<file path="config.mk">
export PLATFORM = sky130hd
export DESIGN_NAME = max_pool_seq
export DESIGN_NICKNAME = d
export VERILOG_FILES = /design/src/rtl/max_pool_seq_pkg.sv /design/src/rtl/signed_max2.sv /design/src/rtl/max_pool_seq.sv
export SDC_FILE = /design/constraint.sdc
export NUM_CORES = 1
export LEC_CHECK = 0
export CAP_MARGIN = 25
export CORE_ASPECT_RATIO = 1.2
export CORE_MARGIN = 2
export CORE_UTILIZATION = 40
export CTS_CLUSTER_SIZE = 28
export DETAILED_ROUTE_END_ITERATION = 7
export GPL_TIMING_DRIVEN = 0
export SYNTH_ARGS = -nofsm -noshare
export SYNTH_HDL_FRONTEND = slang
export SYNTH_HIERARCHICAL = 1
export SYNTH_SLANG_ARGS = --single-unit
</file>
<file path="constraint.sdc">
create_clock -name clk -period 3.25 [get_ports clk]
set_clock_uncertainty 0.2 [all_clocks]
set_input_delay 0.4875 -clock clk [delete_from_list [all_inputs] [get_ports clk]]
set_output_delay 0.4875 -clock clk [all_outputs]
set_load 0.05 [all_outputs]
</file>
<file path="src/rtl/max_pool_seq_pkg.sv">
// Shared activation-stage constants: default sample width and the zero-point/dummy value
// driven on idle data buses by relu_seq and the pooling stages.
package max_pool_seq_pkg;

  localparam int DEF_DATA_WIDTH = 8;
  localparam int DEF_POOL_SIZE  = 4;

  localparam logic [DEF_DATA_WIDTH-1:0] ZERO_POINT = '0;

endpackage

</file>
<file path="src/rtl/signed_max2.sv">
// Two-input signed maximum, purely combinational (zero latency, no flow control).
// Ties return a, so a running maximum fed in on a stays put on equal samples.
module signed_max2 #(
  parameter int DATA_WIDTH = 8
) (
  input  logic [DATA_WIDTH-1:0] a,
  input  logic [DATA_WIDTH-1:0] b,
  output logic [DATA_WIDTH-1:0] max
);

  assign max = ($signed(a) >= $signed(b)) ? a : b;

endmodule

</file>
<file path="src/rtl/max_pool_seq.sv">
// 1-D max pooling over non-overlapping windows of POOL_SIZE valid samples; result registered
// one cycle after the window's last sample. i_en=0 stalls every register, including o_valid.
module max_pool_seq
  import max_pool_seq_pkg::*;
#(
  parameter int DATA_WIDTH = DEF_DATA_WIDTH,
  parameter int POOL_SIZE  = DEF_POOL_SIZE
) (
  input  logic                  clk,
  input  logic                  rst_n,
  input  logic                  i_en,
  input  logic                  i_valid,
  input  logic [DATA_WIDTH-1:0] i_data_bus,
  input  logic                  i_clear,
  output logic                  o_valid,
  output logic [DATA_WIDTH-1:0] o_data_bus,
  output logic                  o_busy
);

  localparam int                    CNT_WIDTH = $clog2(POOL_SIZE);
  localparam logic [CNT_WIDTH-1:0]  CNT_LAST  = CNT_WIDTH'(POOL_SIZE - 1);
  localparam logic [CNT_WIDTH-1:0]  CNT_ONE   = CNT_WIDTH'(1);
  localparam logic [DATA_WIDTH-1:0] DUMMY     = DATA_WIDTH'(ZERO_POINT);

  logic [CNT_WIDTH-1:0]  cnt, cnt_nxt;
  logic [DATA_WIDTH-1:0] run_max, run_max_nxt;
  logic [DATA_WIDTH-1:0] pool_max;
  logic                  close;
  logic                  o_valid_nxt;
  logic [DATA_WIDTH-1:0] o_data_nxt;

  signed_max2 #(
    .DATA_WIDTH(DATA_WIDTH)
  ) u_max (
    .a  (run_max),
    .b  (i_data_bus),
    .max(pool_max)
  );

  always_ff @(posedge clk or negedge rst_n) begin
    if (!rst_n) begin
      cnt        <= '0;
      run_max    <= DUMMY;
      o_valid    <= 1'b0;
      o_data_bus <= DUMMY;
    end else begin
      cnt        <= cnt_nxt;
      run_max    <= run_max_nxt;
      o_valid    <= o_valid_nxt;
      o_data_bus <= o_data_nxt;
    end
  end

  // A clear in the same cycle as a sample restarts the window at that sample.
  always_comb begin
    cnt_nxt     = cnt;
    run_max_nxt = run_max;
    if (i_en) begin
      if (i_clear) begin
        cnt_nxt     = '0;
        run_max_nxt = DUMMY;
      end
      if (i_valid) begin
        if (i_clear || cnt == '0) begin
          cnt_nxt     = CNT_ONE;
          run_max_nxt = i_data_bus;
        end else if (cnt == CNT_LAST) begin
          cnt_nxt     = '0;
          run_max_nxt = DUMMY;
        end else begin
          cnt_nxt     = cnt + CNT_ONE;
          run_max_nxt = pool_max;
        end
      end
    end
  end

  always_comb begin
    close       = i_en & i_valid & ~i_clear & (cnt == CNT_LAST);
    o_valid_nxt = o_valid;
    o_data_nxt  = o_data_bus;
    if (i_en) begin
      o_valid_nxt = close;
      o_data_nxt  = close ? pool_max : DUMMY;
    end
  end

  assign o_busy = (cnt != '0);

endmodule

</file>
-- Word-level counts from Yosys, hierarchy flattened
Cells that the tools add are included.
- flip-flop bits (word level): 19
- input bits: 13
- output and inout bits: 10
- $add $sub $neg: 1
- order comparisons: 1
- equal/unequal tests: 1
- muxes and demuxes: 10
- bitwise operators: 4
- reductions and logical operators: 5
- operators by type and width (operator ; count):
    two-way mux 8 bit ; 6
    greater-or-equal comparator 8 bit ; 1
    two-way mux 2 bit ; 4
    nonzero test 2 bit ; 2
    AND 1 bit ; 3
    adder 2 x 1 -> 2 bit, second input constant ; 1
    == test 2 bit, second input constant ; 1
    logical NOT 2 bit ; 1
    AND reduction 2 bit ; 1
    logical OR 1 bit ; 1
    inverter 1 bit ; 1

-- Depth between registers and ports, before layout
- depth in word-level cells: 5
- mapped depth: 10

-- Hierarchy
Netlist, hierarchy kept.
- modules (own cells, without submodules) (module ; instances ; cells each ; area an instance (µm²) ; sequential area each (µm²)):
    max_pool_seq ; 1 ; 81 ; 882.1 ; 475.5
    signed_max2 ; 1 ; 64 ; 451.7 ; 0.0

-- Least setup slack after synthesis
Ideal clock, no wire load.
- kind: input to register
- from: in i_data_bus[5]
- to: reg run_max[0]
- arrival: 2.132 ns
- setup slack: 0.842 ns
- stages: 9
- buffers on the path: 0
- cells stage by stage: inv_1 > ha_1 > a21o_1 > a2111oi_4 > o21ai_0 > o211ai_1 > nor4b_1 > a21oi_1 > o21ai_1
- longest elaborated chain between the ends: 5
- RTL lines (what ; RTL line ; text):
    from (decl) ; max_pool_seq.sv:13 ; input logic [DATA_WIDTH-1:0] i_data_bus,
    greater-or-equal comparator 8 bit ; signed_max2.sv:11 ; assign max = ($signed(a) >= $signed(b)) ? a : b;
    two-way mux 8 bit ; signed_max2.sv:11 ;
    via pool_max[0] ; max_pool_seq.sv:27 ; logic [DATA_WIDTH-1:0] pool_max;
    two-way mux 8 bit ; max_pool_seq.sv:67 ; end else if (cnt == CNT_LAST) begin
    two-way mux 8 bit ; max_pool_seq.sv:64 ; if (i_clear || cnt == '0) begin
    two-way mux 8 bit ; max_pool_seq.sv:63 ; if (i_valid) begin
    to (signal assigned) ; max_pool_seq.sv:48 ; run_max <= run_max_nxt;
    to (decl) ; max_pool_seq.sv:26 ; logic [DATA_WIDTH-1:0] run_max, run_max_nxt;
The timed path passes the listed nets, and every way through them passes these cells.
A chain may end at the register's enable or synchronous reset.

-- Worst setup path after layout
- from: in i_data_bus[5]
- to: reg run_max[3]
Same word-level chain as after synthesis.

==> run summary <==
Initial antenna violation count -> 0
CTS sink cnt -> 19
Die width -> 56.7 um
Reg2Reg Depth -> 8
Initial cell density of the core -> 42.9%
Pin count of the biggest net entering global routing -> 20
GRT Util Overall -> 19.1%
Max Clock Freq -> 326 MHz
CTS resizes -> 0
Post-route antenna net violation count -> 0
P&R area growth vs syn -> 22.0%
Total routed wirelength -> 3360 um
Vias in the first global route -> 1,108
Ant diodes -> 0
Area fraction in compound gates after synthesis -> 31.1%
Post-synth design cell area -> 1330 um2
Die Ht -> 67.3 um
Cts bufs inserted -> 3
Synth unique cells -> 31
Remaining DRCs -> 0
PD cells -> 395 nW/um2
Arr. time, crit path -> 3.10 ns
First-pass GRT wire length -> 5620 um
Via count -> 1,210
Outcome -> complete, no violations
Iteration-0 DRC Markers -> 48
Leak Pwr -> 0.703 nW
Hold Path Stages -> 1
Post-synth EDFFs -> 0
Placed Instances -> 203
Layout cells sized above 1 -> 9.94%
Main combinational cell family by area after synthesis -> compound AO/OA/AOI/OAI gates
Most common cell in the netlist -> dfrtp_1
Post-synthesis mux area share -> 0%
Worst reg2reg startpoint -> run_max[5]
RSZ-0062 raised after global routing -> no
R2r endpoint -> run_max[3]
Xor/xnor share of the synthesized area -> 0%
Clock Tree Buf Depth -> 2
Gate Count Post-Synth -> 145
Crit. End Element -> register
Adder-Cell Fraction of Synth Area -> 9.38%
WP data required -> 3.28 ns
FILL cells -> 310
Sequential fraction of the synthesis area -> 35.6%
Synth cell count leaders -> 19 x dfrtp_1, 16 x o211ai_1, 12 x inv_1
Tmin final -> 3.07 ns
Setup Fix Bufs, Post-CTS -> 0
Synth top area share -> 35.6%
Mean Syn Cell Area -> 9.20 um2
Synth top area cells -> dfrtp_1 36%, ha_1 9.4%, o211ai_1 9.0%, a22o_1 5.9%, nor4b_1 5.3%
Core area -> 3110 um2
Type of origin of the critical path -> input pin
Tightest Pin Transition -> 0.850 ns
Clock root cell -> clkbuf_4
Top Ports -> 23
Input/output buffers -> 22
Hold Path Sink -> o_valid
Clock Latency Late Sink -> 0.30 ns
Clk slew on worst S/H paths -> 0.12 ns
Full die area -> 3810 um2
Final setup TNS -> 0 ns
Yosys warns -> 6
VDD IR max -> 0.252 mV
Detailed Place HPWL -> 2530 um
DR WL/cell -> 16.2 um
# rows -> 22
Non-Filler Instances -> 207
Fin. max-slew vios -> 0
Worst hold-check path type -> register to register
Hold Vio Cnt, Final -> 0
Grt total ovfl -> 0
Max FO, Critical Path -> 8
DR pass1 iterations -> 4
Maxcap violations -> 0
Reg2reg setup slack -> 0.46 ns
Fin crit share -> 94.5%
RD Place Congestion -> 0.828
Post-Syn Nets -> 168
Final net count -> 195
Hold_sp -> o_valid
Setup violators final -> 0
Post-Synth Simple-Gate Area -> 16.8%
Cts hold-fix bufs -> 0
#FFs+latches synth -> 19
Top FF cell, synth -> dfrtp_1
CTS tree -> yes
WS Path Type -> input pin to register
Max-slew headroom -> 43.2%
Via density -> 5.85
Asr flop ratio synth -> 100%
Area leader, netlist -> dfrtp_1
Htree depth -> 1
==> area by class of cell <==
type	count	area [um2]	area share [%]
multi-input cells	106	763	46.9
flip-flops and latches	19	475	29.2
repair buffers	22	220	13.5
inverters	13	48.8	3.00
plain buffers	7	46.3	2.85
well taps	36	45.0	2.77
clock buffers	3	22.5	1.38
clock inverters	1	5.00	0.308
==> layout by cell type, fill, tap and decap left out, types with 2 or more instances in the layout <==
cell type	n
o211ai_1	16
o21ai_1	10
nor4b_1	8
o21ai_0	7
nor2_1	3
buf_6	2
dfrtp_1	19
a21oi_1	9
nand3_1	8
ha_1	10
inv_1	12
nand2_1	10
clkdlybuf4s50_1	22
a22o_1	9
nor2b_1	2
clkbuf_4	3
a21o_1	2
buf_2	3
==> report_power, final <==
part | switching, mW | leakage (nW) | internal, mW
Combinational | 0.144 | 0.431 | 0.100
Sequential | 0.0201 | 0.255 | 0.254
Clock | 0.0785 | 0.0177 | 0.0458
Total | 0.243 | 0.703 | 0.399
==> layer usage <==
layer	routed length [um]	GRT usage (%)	share of wire [%]	vias up
met1	1520	24.3	45	588
met4	38	8.63	1.1	0
met2	1730	32.3	51	20
met5	0	0	0	-
met3	70	2.68	2.1	4
li1	-	-	-	598
==> state kept, by name, summed over array words and instances (netlist names) <==
name,flops
cnt,2
o_data_bus,8
o_valid,1
run_max,8
==> worst max path at each step <==
stage | from | to | cells after the start
6_report | i_data_bus[5] | run_max[3] | 10
5_1_grt | i_data_bus[5] | run_max[6] | 10
4_1_cts | i_data_bus[5] | run_max[3] | 10
3_5_place_dp | i_data_bus[5] | run_max[3] | 10
3_3_place_gp | i_data_bus[5] | run_max[3] | 10
2_1_floorplan | i_data_bus[5] | run_max[0] | 9
==> metrics by stage <==
step	area [um2]	utilization [%]	hold WS (ns)	setup slack, ns	power [mW]
2_1_floorplan	1330	-	-0.00809	0.842	0.445
3_3_place_gp	1600	51.4	0.266	-0.113	0.514
3_5_place_dp	1600	51.4	0.277	-0.141	0.522
4_1_cts	1630	52.3	0.309	0.193	0.648
5_1_grt	1630	52.3	0.340	0.0451	0.689
6_report	1630	52.3	0.309	0.180	0.642
==> worst max-delay path: stages <==
cell,delay (ns)
clkdlybuf4s50_1,0.51
inv_1,0.06
ha_1,0.28
a21o_1,0.22
a2111oi_4,0.55
o21ai_0,0.14
o211ai_1,0.29
nor4b_1,0.36
a21oi_1,0.07
o21ai_1,0.12
==> cells by family after synthesis <==
kind of cell               after synthesis
AOI/OAI and AO/OA                       59
adders and majority gates               10
buffers and inverters                   20
DFF                                     19
and+or+nand+nor                         37
No activity file was read; power rests on OpenSTA's default activity.
